$ cat config.mk
export PLATFORM = sky130hd
export DESIGN_NAME = noc_port_arbitrator
export DESIGN_NICKNAME = d
export VERILOG_FILES = /design/src/rtl/noc_port_arbitrator.sv
export SDC_FILE = /design/constraint.sdc
export NUM_CORES = 1
export LEC_CHECK = 0
export ABC_AREA = 1
export BUFFER_PORTS_ARGS = -buffer_cell sky130_fd_sc_hd__buf_2
export CORE_ASPECT_RATIO = 1.5
export CORE_MARGIN = 5
export CORE_UTILIZATION = 42
export DETAILED_ROUTE_END_ITERATION = 7
export PLACE_DENSITY = 0.71
export SYNTH_ARGS = -nofsm -noshare
export SYNTH_HDL_FRONTEND = slang
export SYNTH_SLANG_ARGS = --single-unit
$ cat constraint.sdc
create_clock -name clk -period 11.1 [get_ports clk]
set_clock_uncertainty 0.1 [all_clocks]
set_input_delay 1.11 -clock clk [delete_from_list [all_inputs] [get_ports clk]]
set_output_delay 1.11 -clock clk [all_outputs]
set_load 0.01 [all_outputs]
$ cat src/rtl/noc_port_arbitrator.sv
`default_nettype none
// ============================================================================
// Module      : noc_port_arbitrator
// Description : Output-port arbitrator for a NoC router. One round-robin VC
//               allocator per virtual channel plus one round-robin physical
//               port allocator; every grant is registered and held until the
//               owner frees it.
// Revision    : 1.0 - initial release
// ============================================================================
module noc_port_arbitrator #(
  parameter int REQUESTERS = 5,
  parameter int CHANNELS   = 2
) (
  input  logic                           clk,
  input  logic                           rst,
  input  logic [REQUESTERS*CHANNELS-1:0] vc_request,
  output logic [REQUESTERS*CHANNELS-1:0] vc_grant,
  input  logic [REQUESTERS*CHANNELS-1:0] vc_free,
  input  logic [REQUESTERS*CHANNELS-1:0] port_request,
  output logic [REQUESTERS*CHANNELS-1:0] port_grant,
  input  logic [REQUESTERS*CHANNELS-1:0] port_free
);

  localparam int NUM_FLAT = REQUESTERS * CHANNELS;
  localparam int RW       = (REQUESTERS > 1) ? $clog2(REQUESTERS) : 1;
  localparam int PW       = (NUM_FLAT > 1) ? $clog2(NUM_FLAT) : 1;

  // Widened constants so the wrap arithmetic stays width-matched
  localparam logic [RW:0]   REQ_COUNT  = (RW+1)'(REQUESTERS);
  localparam logic [RW-1:0] LAST_REQ   = RW'(REQUESTERS - 1);
  localparam logic [PW:0]   FLAT_COUNT = (PW+1)'(NUM_FLAT);
  localparam logic [PW-1:0] LAST_FLAT  = PW'(NUM_FLAT - 1);

  typedef enum logic [0:0] {VC_IDLE = 1'b0, VC_BUSY = 1'b1} vc_state_t;
  typedef enum logic [0:0] {PORT_IDLE = 1'b0, PORT_LOCKED = 1'b1} port_state_t;

  // --------------------------------------------------------------------------
  // VC allocators: one independent FSM per channel
  // --------------------------------------------------------------------------
  for (genvar c = 0; c < CHANNELS; c++) begin : g_vc
    vc_state_t             state, state_nxt;
    logic [RW-1:0]         owner, owner_nxt;
    logic [RW-1:0]         ptr, ptr_nxt;
    logic [REQUESTERS-1:0] req, free, grant, grant_nxt;
    logic                  found;
    logic [RW:0]           sum;

    // Gather this channel's column out of the flat r*CHANNELS+c layout
    for (genvar r = 0; r < REQUESTERS; r++) begin : g_map
      assign req[r]                   = vc_request[r*CHANNELS+c];
      assign free[r]                  = vc_free[r*CHANNELS+c];
      assign vc_grant[r*CHANNELS+c]   = grant[r];
    end

    // Next state: round-robin pick from ptr while idle, release on owner free
    always_comb begin
      state_nxt = state;
      owner_nxt = owner;
      ptr_nxt   = ptr;
      found     = 1'b0;
      sum       = '0;
      case (state)
        VC_IDLE: begin
          for (int k = 0; k < REQUESTERS; k++) begin
            sum = {1'b0, ptr} + (RW+1)'(k);
            if (sum >= REQ_COUNT) sum = sum - REQ_COUNT;
            if (!found && req[sum[RW-1:0]]) begin
              found     = 1'b1;
              owner_nxt = sum[RW-1:0];
              state_nxt = VC_BUSY;
            end
          end
        end
        VC_BUSY: begin
          if (free[owner]) begin
            state_nxt = VC_IDLE;
            ptr_nxt   = (owner == LAST_REQ) ? '0 : owner + RW'(1);
          end
        end
        default: state_nxt = VC_IDLE;
      endcase
      for (int r = 0; r < REQUESTERS; r++) begin
        grant_nxt[r] = (state_nxt == VC_BUSY) && (owner_nxt == RW'(r));
      end
    end

    // State, owner, pointer and registered grant decode
    always_ff @(posedge clk or posedge rst) begin
      if (rst) begin
        state <= VC_IDLE;
        owner <= '0;
        ptr   <= '0;
        grant <= '0;
      end else begin
        state <= state_nxt;
        owner <= owner_nxt;
        ptr   <= ptr_nxt;
        grant <= grant_nxt;
      end
    end
  end

  // --------------------------------------------------------------------------
  // Physical port allocator: a pair competes only while it holds its VC
  // --------------------------------------------------------------------------
  port_state_t         port_state, port_state_nxt;
  logic [PW-1:0]       port_owner, port_owner_nxt;
  logic [PW-1:0]       port_ptr, port_ptr_nxt;
  logic [NUM_FLAT-1:0] eligible, port_grant_nxt;
  logic                port_found;
  logic [PW:0]         port_sum;

  assign eligible = port_request & vc_grant;

  // Next state: round-robin over flat indices while idle, release on owner free
  always_comb begin
    port_state_nxt = port_state;
    port_owner_nxt = port_owner;
    port_ptr_nxt   = port_ptr;
    port_found     = 1'b0;
    port_sum       = '0;
    case (port_state)
      PORT_IDLE: begin
        for (int k = 0; k < NUM_FLAT; k++) begin
          port_sum = {1'b0, port_ptr} + (PW+1)'(k);
          if (port_sum >= FLAT_COUNT) port_sum = port_sum - FLAT_COUNT;
          if (!port_found && eligible[port_sum[PW-1:0]]) begin
            port_found     = 1'b1;
            port_owner_nxt = port_sum[PW-1:0];
            port_state_nxt = PORT_LOCKED;
          end
        end
      end
      PORT_LOCKED: begin
        if (port_free[port_owner]) begin
          port_state_nxt = PORT_IDLE;
          port_ptr_nxt   = (port_owner == LAST_FLAT) ? '0 : port_owner + PW'(1);
        end
      end
      default: port_state_nxt = PORT_IDLE;
    endcase
    for (int i = 0; i < NUM_FLAT; i++) begin
      port_grant_nxt[i] = (port_state_nxt == PORT_LOCKED) && (port_owner_nxt == PW'(i));
    end
  end

  // Port state, owner, pointer and registered grant decode
  always_ff @(posedge clk or posedge rst) begin
    if (rst) begin
      port_state <= PORT_IDLE;
      port_owner <= '0;
      port_ptr   <= '0;
      port_grant <= '0;
    end else begin
      port_state <= port_state_nxt;
      port_owner <= port_owner_nxt;
      port_ptr   <= port_ptr_nxt;
      port_grant <= port_grant_nxt;
    end
  end

endmodule
`default_nettype wire

Yosys cells after proc, flatten, opt, wreduce, memory -nomap -nowiden --
Cells that the tools add are included.
Storage, ports and cells: flip-flop bits (word level) 43, bits of input ports 42, output and inout port bits 20, word-level logic and storage cells 348
Cells by class: add/sub/neg operators 40, $lt $le $gt $ge 43, eq/ne operators 20, mux-type cells 169, bitwise logic cells 4, reduce and logical (&&, ||, !) cells 60
Operator list (number):
- two-way mux 4 bit | 32
- two-way mux 3 bit | 34
- two-way mux 1 bit | 77
- less-than comparator 4 x 5 -> 1 bit (second input constant) | 11
- less-than comparator 3 x 4 -> 1 bit (second input constant) | 12
- >= comparator 5 x 4 -> 1 bit (second input constant) | 9
- binary-select mux 1 bit (select 4 bit) | 11
- subtractor 4 bit (second input constant) | 10
- logical AND 1 bit | 37
- binary-select mux 1 bit (select 3 bit) | 12
- >= comparator 4 x 3 -> 1 bit (second input constant) | 8
- subtractor 3 bit (second input constant) | 10
- adder 4 x 3 -> 5 bit (second input constant) | 4
- logical NOT 1 bit | 17
- adder 3 x 2 -> 4 bit (second input constant) | 4
- == test 4 x 3 -> 1 bit (second input constant) | 4
- == test 3 x 2 -> 1 bit (second input constant) | 4
- == test 3 bit (second input constant) | 4
- == test 4 bit (second input constant) | 3
- adder 4 x 2 -> 5 bit (second input constant) | 2
- adder 4 x 4 -> 5 bit (second input constant) | 2
- bitwise AND 10 bit | 1
- adder 3 x 1 -> 4 bit (second input constant) | 2
- adder 3 x 3 -> 4 bit (second input constant) | 2
- other kinds (13) | 24

Depth between registers and ports, before layout --
Gate-level depths: netlist of the first run.
word-level depth 45, mapped depth 32, depth with buffers taken out 31

Worst setup path before layout of the first run --
Ideal clock, no wire load.
path kind reg-to-reg, start point reg port_ptr[1], end point reg port_grant[6], arrival 3518 ps, required time 10874 ps, slack 7356 ps, cell stages (with the launch flop) 25, path through dfrtp_1 buf_6 inv_1 ha_1 clkinv_1 ha_1 nand2_1 nand2_4 nand2_4 nand2_1 o21ai_2 nand3_1 nand3_2 nand4_4 nor2_4 nand3_2 nor2_8 nand3_4 or2_0 nand2_1 nand2_1 nand2_1 nand2_1 nand3_1 nor2_1
On the way: longest elaborated chain between the ends 45
Ends and longest elaborated chain:
- start, declared | RTL line 108 | logic [PW-1:0] port_ptr, port_ptr_nxt;
- start signal, assigned | RTL line 157 | port_ptr <= port_ptr_nxt;
- branches (longest 41 deep; another with adder 4 x 1 -> 5 bit)
- two-way mux 4 bit * | RTL line 127 | if (!port_found && eligible[port_sum[PW-1:0]]) begin
- two-way mux 4 bit * | RTL line 122 | case (port_state)
- net port_owner_nxt[1] | RTL line 107 | logic [PW-1:0] port_owner, port_owner_nxt;
- == test 4 x 3 -> 1 bit * | RTL line 143 | port_grant_nxt[i] = (port_state_nxt == PORT_LOCKED) && (port_owner_nxt == PW'(i));
- logical AND 1 bit * | RTL line 143
- net port_grant_nxt[6] | RTL line 109 | logic [NUM_FLAT-1:0] eligible, port_grant_nxt;
- end signal, assigned | RTL line 158 | port_grant <= port_grant_nxt;
- end, declared | RTL line 20 | output logic [REQUESTERS*CHANNELS-1:0] port_grant,
Mark *: on every way through the listed nets, which the timed path passes. The select of a mux whose other input is x is not followed. A chain may end at the register's enable or synchronous reset.

Worst setup path in the final report of the first run --
start point reg port_ptr[1], end point reg port_grant[4]
On the way: longest elaborated chain between the ends 45
Ends and longest elaborated chain (RTL line):
- branches (longest 44 deep; another with adder 4 x 1 -> 5 bit)
- logical AND 1 bit * | 143
- net port_grant_nxt[4] | 109
Marked as above.

==> impl_metrics.csv, run 1 <==
group,metric,value,unit
routing,wire_per_inst,14.67,um
global_routing,grt_pass1_wl,28.30,mm
routing,drt_first_pass_iters,5,
synth,synth_edf_count,0,
routing,via_count,6271,
synth,syn-num-nets,1030,
clock_tree,ctsResizeCount,0,
timing,rsz0062_at_grt,"false",
finish,register_area,1076,um^2
placement,dp_hpwl,14.19,mm
timing,totalNegativeSetupSlack,0,ns
power_and_ir_drop,pwr-share-comb,75.1,%
timing,min_period_over_period,42.99,%
placement,placed_area,6284,um^2
clock_tree,root_buffer,"clkbuf_16",
clock_tree,clockBufferDepth,2,
global_routing,grt_pass1_vias,6129,
floorplan,num_io_pins,62,
worst_setup_path,arrival,4.87,ns
synth,ys.warnings.count,0,
power_and_ir_drop,p_int,672.3,uW
worst_hold_path,hp-class,"reg2reg",
placement,dp_slack,6.376,ns
placement,dpl.cell_count,1157,
synth,ys_types,60,
global_routing,antenna_found_initial,0,
placement,globalplace.congestion,0.9105,
timing,hold_slack,0.4858,ns
floorplan,rows,52,
floorplan,fp.dieW,106.2,um
clock_tree,clk_latency,0.29,ns
timing,finalHoldViolCount,0,
power_and_ir_drop,total_power,1.569,mW
timing,finalSetupViolCount,0,
clock_tree,cts_sinks,43,
worst_setup_path,crit_type,"reg2reg",
timing,slew-limit-headroom,39.80,%
finish,finalNetCount,1089,
status,status,"complete, no violations",
power_and_ir_drop,peakVddDrop,216.8,uV
floorplan,initial_utilization,42.91,%
finish,diodes,0,
synth,synth_top_area_share,18.44,%
routing,drt_iter0_drc,303,
power_and_ir_drop,p_clk_share,9.2,%
placement,io_buffers,61,
synth,syn_inst,943,
synth,seq_area_frac_synth,18.44,%
synth,synth_area_leader_cell,"dfrtp_1",
timing,fin_crit,4.772,ns
worst_hold_path,hold_path_depth,2,
global_routing,grt_usage,20.89,%
worst_setup_path,reg2reg_depth,25,
worst_setup_path,worst-path-max-fanout,16,
synth,async_flop_share,100.0,%
timing,worstMarginPinSlew,0.9017,ns
worst_setup_path,setup.worst_path.start_class,"flip-flop",
routing,remaining_drc_errors,0,
run,cap_violations,0,
routing,drt_wl_total,17.09,mm
synth,avgSynthCellArea,6.188,um^2
power_and_ir_drop,cellPowerDensity,244.2,nW/um^2
timing,fin_ws,6.328,ns
clock_tree,cts_tree,"yes",
clock_tree,cts.clk_slew.worst_paths,0.06,ns
floorplan,dieArea,16400,um^2
power_and_ir_drop,p_sw_share,57.15,%
global_routing,grt_overflow,0,
synth,ys.flop_type,"dfrtp_1",
timing,final-max-slew-violation-count,0,
routing,viasPerCell,5.383,
floorplan,core,13600,um^2
clock_tree,cts_max_level,2,
power_and_ir_drop,switching_power,896.6,uW
finish,fillerInstances,1430,
power_and_ir_drop,power.leakage,3.333,nW
clock_tree,postCtsHoldBufs,0,
worst_setup_path,end_kind,"flip-flop",
finish,postLayoutCellArea,6425,um^2
synth,syn-cell-area,5836,um^2
routing,drtAntennaViolNets,0,
synth,synth.area.top_cells,"dfrtp_1 (18%), nand2_1 (16%), ha_1 (9.0%), inv_1 (8.9%), o21ai_0 (7.7%)",
power_and_ir_drop,p_seq_share,15.8,%
synth,ys_ff_latch,43,
worst_setup_path,required,11.20,ns
global_routing,grt_max_degree,44,
clock_tree,post-cts-setup-buffer-count,0,
timing,fmaxAchievable,209.6,MHz
finish,multi_input_area,4104,um^2
finish,area_delta_synth_final,10.10,%
finish,drive_gt1_share,12.56,%
clock_tree,numCtsBuffers,5,
finish,final_util,47.25,%
floorplan,die_h,154.4,um
finish,instances_no_fill,1165,
==> critical path, stage by stage, from the launching register on <==
cell and delay, ns:
dfrtp_1 0.75, inv_1 0.38, ha_1 0.53, clkinv_1 0.27, ha_1 0.32, nand2_1 0.14
nand2_4 0.08, nand2_4 0.09, nand2_1 0.09, nand2_1 0.12, nand4_1 0.31, nand4_1 0.35
nand3_1 0.11, nand2_1 0.08, nand2_1 0.05, nand2_1 0.05, nand2_1 0.06, nand2_1 0.05
nand2_1 0.04, nand2_1 0.05, nand2_1 0.09, inv_2 0.08, nor2_1 0.04, nor2_1 0.13
nand3_1 0.15, nor3_1 0.16
==> area by class of cell <==
cell class	count	share of cell area, %
inverters	158	9.270
well taps	162	3.155
repair buffers	61	4.752
multi-input cells	733	63.88
clock inverters	2	0.1947
flip-flops and latches	43	16.75
clock buffers	6	2.006
==> cells by family after synthesis <==
kind of cell / count (synthesis) / share of synthesized area, %
muxes: 2 / 0.3645
xor gates and xnor gates: 25 / 4.203
DFF: 43 / 18.44
AOI/OAI and AO/OA: 199 / 19.53
adders and majority gates: 45 / 10.03
and+or+nand+nor: 462 / 36.19
buffers and inverters: 167 / 11.23
==> worst paths after layout <==
path / from / end / slack, ns
max: port_ptr[1] / port_grant[4] / 6.33
min: port_owner[3] / port_owner[3] / 0.49
max reg2reg: port_ptr[1] / port_grant[4] / 6.33
min reg2reg: port_owner[3] / port_owner[3] / 0.49
max in group asynchronous: rst / port_owner[1] / 9.41
min in group asynchronous: rst / g_vc[0].grant[0] / 0.92
==> power groups by stage <==
stage / sequential (mW) / combinational [mW] / clock (mW)
global route: 0.254 / 1.35 / 0.155
CTS: 0.248 / 1.17 / 0.147
floorplan: 0.232 / 0.923 / 0
finish: 0.247 / 1.18 / 0.144
global placement: 0.251 / 1.14 / 0
detailed placement: 0.251 / 1.16 / 0
==> metal layers <==
layer  up-vias  routed length [um]  track usage [%]
li1       3207                   -                -
met1      2851                6637            22.70
met2       156                8868            38.62
met3        57                 606            2.585
met4         0                 976            11.60
met5         -                   0                0
==> state kept, by name, indices dropped and copies added (netlist names) <==
name        cells
g_vc.grant     10
port_owner      4
g_vc.state      2
port_state      1
port_ptr        4
g_vc.owner      6
g_vc.ptr        6
port_grant     10
==> Yosys cell counts, types with 4 or more instances <==
cell,instances
o21ai_0,90
o22ai_1,4
nand3_2,7
o21ai_2,5
o31ai_1,4
nor3_1,12
o211ai_1,10
inv_1,138
nand2_1,256
nor2_1,63
inv_2,15
a21oi_1,37
ha_1,42
o21ai_1,26
dfrtp_1,43
nand4_1,14
a41oi_1,4
nand3b_1,6
clkinv_1,4
nand2_2,4
nand3_1,80
xor2_1,21
==> layout by cell type, fill, tap and decap left out, drive strengths merged, types with 4 or more instances in the layout <==
master,netlist,routed
a21oi,40,40
a41oi,4,4
buf,7,61
clkbuf,2,6
clkinv,4,5
dfrtp,43,43
ha,42,42
inv,154,154
nand2,263,263
nand3,88,88
nand3b,6,6
nand4,17,17
nor2,69,69
nor3,14,14
o211ai,10,10
o21ai,121,121
o22ai,4,4
o31ai,4,4
xor2,23,23
No activity file was read; power rests on OpenSTA's default activity.
==> run 2: changes to the inputs <==
--- a/config.mk
+++ b/config.mk
@@ -5,7 +5,7 @@
 export SDC_FILE = /design/constraint.sdc
 export NUM_CORES = 1
 export LEC_CHECK = 0
-export ABC_AREA = 1
+export ABC_AREA = 0
 export BUFFER_PORTS_ARGS = -buffer_cell sky130_fd_sc_hd__buf_2
 export CORE_ASPECT_RATIO = 1.5
 export CORE_MARGIN = 5
==> constraint.sdc (replaced) <==
create_clock -name clk -period 4.4 [get_ports clk]
set_clock_uncertainty 0.1 [all_clocks]
set_input_delay 0.44 -clock clk [delete_from_list [all_inputs] [get_ports clk]]
set_output_delay 0.44 -clock clk [all_outputs]
set_load 0.01 [all_outputs]
==> run 2 against run 1 <==
Effect of this change: register-to-register slack worse by 6.2 ns; global-route usage grew 2.1 points; maximum frequency increased by 12%; via count increased by 16%; highest routed layer unchanged; first-iteration DRC count up 33%.
==> impl_metrics.csv, run 2 <==
group,metric,value,unit
global_routing,grt_pass1_vias,6989,
clock_tree,cts.clk_slew.worst_paths,0.06,ns
synth,synth_area_leader_cell,"dfrtp_1",
worst_setup_path,worst-path-max-fanout,7,
worst_setup_path,setup.worst_path.start_class,"flip-flop",
worst_hold_path,hp-class,"in2async",
synth,syn-num-nets,948,
finish,top_regs,"g_vc.grant (10), port_grant (10)",
global_routing,grt.met3_usage,2.661,%
global_routing,grt_overflow,0,
floorplan,dieArea,18810,um^2
routing,drt_iter0_drc,402,
finish,diodes,0,
timing,rsz0062_at_grt,"true",
worst_setup_path,arrival,4.36,ns
clock_tree,clockBufferDepth,2,
synth,seq_area_frac_synth,15.89,%
worst_setup_path,end_kind,"flip-flop",
synth,avgSynthCellArea,7.865,um^2
finish,instances_no_fill,1156,
routing,drt_first_pass_iters,6,
routing,drt_wl_total,22.08,mm
placement,placed_area,7572,um^2
clock_tree,root_buffer,"clkbuf_16",
routing,drtAntennaViolNets,0,
placement,globalplace.congestion,1.028,
global_routing,grt_max_degree,44,
finish,finalNetCount,1037,
routing,wire_per_inst,19.10,um
synth,ys.flop_type,"dfrtp_1",
synth,synth.area.top_cells,"dfrtp_1 (16%), ha_1 (7.8%), a21oi_1 (4.7%), mux4_2 (4.7%), mux2i_1 (3.8%)",
finish,drive_gt1_share,21.89,%
worst_setup_path,crit_type,"reg2reg",
clock_tree,postCtsHoldBufs,0,
synth,ys.warnings.count,0,
status,status,"complete, no violations",
synth,synth.most_common_cell,"nand2_1",
synth,syn_inst,861,
clock_tree,numCtsBuffers,5,
clock_tree,clk_latency,0.29,ns
floorplan,core,16050,um^2
synth,ys_ff_latch,43,
timing,finalHoldViolCount,0,
placement,dp_slack,0.1138,ns
placement,dpl.cell_count,1144,
global_routing,grt_usage,23.04,%
finish,area_delta_synth_final,16.41,%
timing,fin_ws,0.1413,ns
finish,layout_common_cells,"nand2_1 (67), a21oi_1 (63), buf_2 (61)",
routing,remaining_drc_errors,0,
synth,ys_types,97,
synth,async_flop_share,100.0,%
synth,synth_edf_count,0,
timing,finalSetupViolCount,0,
timing,final-max-slew-violation-count,0,
run,cap_violations,0,
floorplan,fp.dieW,113.7,um
global_routing,grt_pass1_wl,35.03,mm
timing,slew-limit-headroom,39.87,%
timing,fin_crit,4.259,ns
placement,dp_hpwl,17.59,mm
timing,fmaxAchievable,234.8,MHz
worst_setup_path,required,4.50,ns
synth,synth_top_area_share,15.89,%
timing,worstMarginPinSlew,0.9007,ns
clock_tree,cts_max_level,2,
clock_tree,cts_sinks,43,
worst_setup_path,startpoint,"port_ptr[0]",
floorplan,num_io_pins,62,
timing,min_period_over_period,96.79,%
floorplan,die_h,165.5,um
timing,hold_slack,0.2411,ns
global_routing,antenna_found_initial,0,
synth,syn-cell-area,6771,um^2
global_routing,busiest_layer,"met2",
synth,yosys-top-cells-count,"nand2_1 (67), a21oi_1 (64), nor2_1 (56)",
global_routing,use_met1,25.68,%
routing,viasPerCell,6.279,
finish,final_common_cell,"nand2_1",
floorplan,rows,57,
placement,io_buffers,61,
finish,postLayoutCellArea,7883,um^2
clock_tree,cts_tree,"yes",
global_routing,use_met2,42.17,%
routing,via_count,7259,
floorplan,initial_utilization,42.20,%
worst_setup_path,reg2reg_from,"port_ptr[0]",
## run 2: area by class of cell
class,instances,area [um^2]
fillers,1581,8164
clock inverters,2,37.54
inverters,55,206.4
flip-flops and latches,43,1076
clock buffers,5,125.1
multi-input cells,725,5431
repair buffers,120,748.2
well taps,206,257.7
## run 2: critical path: stages, from the launching register on
cell and delay (ns):
dfrtp_1 0.42, inv_2 0.09, ha_1 0.38, inv_1 0.20
ha_4 0.20, a21oi_1 0.07, a311oi_4 0.27, buf_4 0.20
xnor2_1 0.18, mux2_1 0.36, a311oi_2 0.31, nand2b_4 0.23
nor3_4 0.07, o31a_1 0.27, a31oi_1 0.23, a311oi_4 0.19
buf_4 0.17, nor4_1 0.20
## run 2: path summary, 6_finish.rpt
check / depth (start not counted) / end / slack [ns]
max: 17 / port_grant[9] / 0.14
min: 2 / g_vc[1].owner[1] / 0.24
max in group asynchronous: 2 / port_grant[7] / 3.40
min reg2reg: 2 / g_vc[0].owner[2] / 0.54
min in group clk: 4 / g_vc[0].ptr[2] / 0.52
max reg2reg: 17 / port_grant[9] / 0.14
## run 2: per-stage QoR
stage	TNS, ns	util (%)
floorplan	0	-
global placement	0	47.19
detailed placement	0	47.19
CTS	0	48.20
global route	-0.1630	49.12
finish	0	49.12
## run 2: what timing repair did
item | in CTS | in global routing
buffers inserted | 0 | 5
resized for setup | 0 | 20
setup endpoints to repair | 0 | 12
## run 2: layer usage
layer	share of wire, %	vias to the layer above
li1	-	3433
met1	38	3444
met2	52	296
met3	5.1	86
met4	5.5	0
met5	0	-
## run 2: cells by family after synthesis
kind of cell	after synthesis	synth area share (%)
AND/OR/NAND/NOR	319	25.87
AO/OA/AOI/OAI	284	30.08
buffers and inverters	93	5.710
multiplexers	50	10.20
adder cells (fa/ha/maj)	45	8.647
flip-flops	43	15.89
XOR/XNOR	27	3.603
Power of run 2 is left out: the tool's default activity adds up to more than one toggle a clock period on the data nets, which glitch-free logic cannot reach.
==> run 3: changes to the inputs <==
--- a/config.mk
+++ b/config.mk
@@ -12,6 +12,7 @@
 export CORE_UTILIZATION = 42
 export DETAILED_ROUTE_END_ITERATION = 7
 export PLACE_DENSITY = 0.71
+export RECOVER_POWER = 25
 export SYNTH_ARGS = -nofsm -noshare
 export SYNTH_HDL_FRONTEND = slang
 export SYNTH_SLANG_ARGS = --single-unit
==> run 3 against run 2 <==
Effect of this change: the run now ends with max-capacitance violations, max-slew violations left; die area is the same; maximum frequency is 0.10% lower; register-to-register slack barely moved; cell area did not move.
==> impl_metrics.csv, run 3 (synthesized netlist as in run 2, its figures left out) <==
group,metric,value,unit
floorplan,num_io_pins,62,
floorplan,fp.dieW,113.7,um
clock_tree,clockBufferDepth,2,
finish,layout_common_cells,"nand2_1 (67), a21oi_1 (63), buf_2 (61)",
finish,drive_gt1_share,21.79,%
worst_hold_path,hp-class,"in2reg",
placement,dp_slack,0.1138,ns
timing,worstMarginPinSlew,1.620,ns
clock_tree,clk_latency,0.29,ns
clock_tree,cts.clk_slew.worst_paths,0.06,ns
finish,top_regs,"g_vc.grant (10), port_grant (10)",
global_routing,grt_usage,23.04,%
global_routing,antenna_found_initial,0,
placement,io_buffers,61,
timing,finalSetupViolCount,0,
global_routing,grt_pass1_vias,6989,
floorplan,rows,57,
clock_tree,root_buffer,"clkbuf_16",
worst_setup_path,setup.worst_path.start_class,"flip-flop",
status,status,"finished with violations",
floorplan,die_h,165.5,um
routing,via_count,7259,
status,failed_checks,"max-capacitance violations, max-slew violations",
worst_setup_path,required,4.50,ns
timing,totalNegativeSetupSlack,0,ns
floorplan,initial_utilization,42.20,%
routing,drt_wl_total,22.10,mm
floorplan,core,16050,um^2
finish,final_util,49.12,%
global_routing,grt_overflow,0,
timing,fin_ws,0.1370,ns
placement,dp_hpwl,17.59,mm
routing,drt_first_pass_iters,6,
timing,hold_slack,0.5156,ns
worst_setup_path,crit_chain,"inv_2, ha_1, inv_1, ha_4, a21oi_1, a311oi_4, buf_4, xnor2_1, mux2_1, a311oi_2, nand2b_4, nor3_4, o31a_1, a31oi_1, a311oi_4, buf_4, nor4_1",
finish,area_delta_synth_final,16.41,%
finish,diodes,0,
worst_setup_path,critical_path.max_stage_delay,0.42,ns
worst_setup_path,end_kind,"flip-flop",
worst_setup_path,worst-path-max-fanout,7,
clock_tree,cts_sinks,43,
global_routing,grt_max_degree,44,
worst_setup_path,crit_type,"reg2reg",
worst_setup_path,arrival,4.36,ns
timing,rsz0062_at_grt,"true",
timing,slew-limit-headroom,-8.091,%
timing,finalHoldViolCount,0,
timing,fmaxAchievable,234.6,MHz
clock_tree,numCtsBuffers,5,
worst_setup_path,cp_slowest_cell,"dfrtp_1",
global_routing,grt_pass1_wl,35.03,mm
routing,drtAntennaViolNets,0,
clock_tree,cts_max_level,2,
timing,fin_crit,4.263,ns
finish,fillerInstances,1581,
timing,final-max-slew-violation-count,44,
routing,viasPerCell,6.279,
timing,min_period_over_period,96.89,%
clock_tree,cts_tree,"yes",
finish,final_common_cell,"nand2_1",
run,cap_violations,1,
floorplan,dieArea,18810,um^2
routing,remaining_drc_errors,0,
routing,drt_iter0_drc,403,
routing,wire_per_inst,19.11,um
finish,finalNetCount,1037,
placement,globalplace.congestion,1.028,
==> run 3: worst paths after layout <==
path	start	to	slack [ns]	cells after the start
hold reg to reg	g_vc[0].owner[2]	g_vc[0].owner[2]	0.54	2
hold / removal	vc_free[8]	g_vc[0].ptr[2]	0.52	4
setup reg to reg	port_ptr[0]	port_grant[9]	0.14	17
min in group asynchronous	rst	g_vc[1].owner[1]	0.54	2
setup / recovery	port_ptr[0]	port_grant[9]	0.14	17
max in group asynchronous	rst	port_grant[7]	2.71	2
==> run 3: through the flow <==
stage | std cells | cell area [um^2]
finish | 1156 | 7883
global route | 1156 | 7883
CTS | 1151 | 7735
detailed placement | 1144 | 7572
global placement | 1144 | 7572
floorplan | 861 | 6788
==> run 3: layout make-up <==
class                           instances  area (um^2)  share of cell area (%)
Multi-Input combinational cell        725         5431                   68.90
Sequential cell                        43         1076                   13.65
Timing Repair Buffer                  120        748.2                   9.492
Tap cell                              206        257.7                   3.270
Inverter                               55        206.4                   2.619
Clock buffer                            5        125.1                   1.587
Clock inverter                          2        37.54                  0.4762
==> run 3: per-layer routing <==
metal | vias up | routed length, um | share of wire [%] | GRT usage [%]
met1 | 3447 | 8345 | 38 | 25.68
met4 | 0 | 1221 | 5.5 | 12.74
met5 | - | 0 | 0 | 0
li1 | 3433 | - | - | -
met3 | 86 | 1116 | 5.1 | 2.661
met2 | 293 | 11410 | 52 | 42.17
==> run 3: critical path, delay by kind of cell (launching register included) <==
family                     cells  cell delay, ns
AOI/OAI and AO/OA              6            1.35
buffers and inverters          4            0.66
adders and majority gates      2            0.58
and+or+nand+nor                3            0.50
DFF                            1            0.42
muxes                          1            0.36
xor gates and xnor gates       1            0.18
==> run 3: what timing repair did <==
| action | 4_1_cts | 5_1_grt |
|---|---|---|
| endpoints found under the setup margin | 0 | 12 |
| buffers inserted | 0 | 5 |
| hold buffers | 0 | 0 |
| resized for setup | 0 | 20 |
Power of run 3 is left out for the same reason.
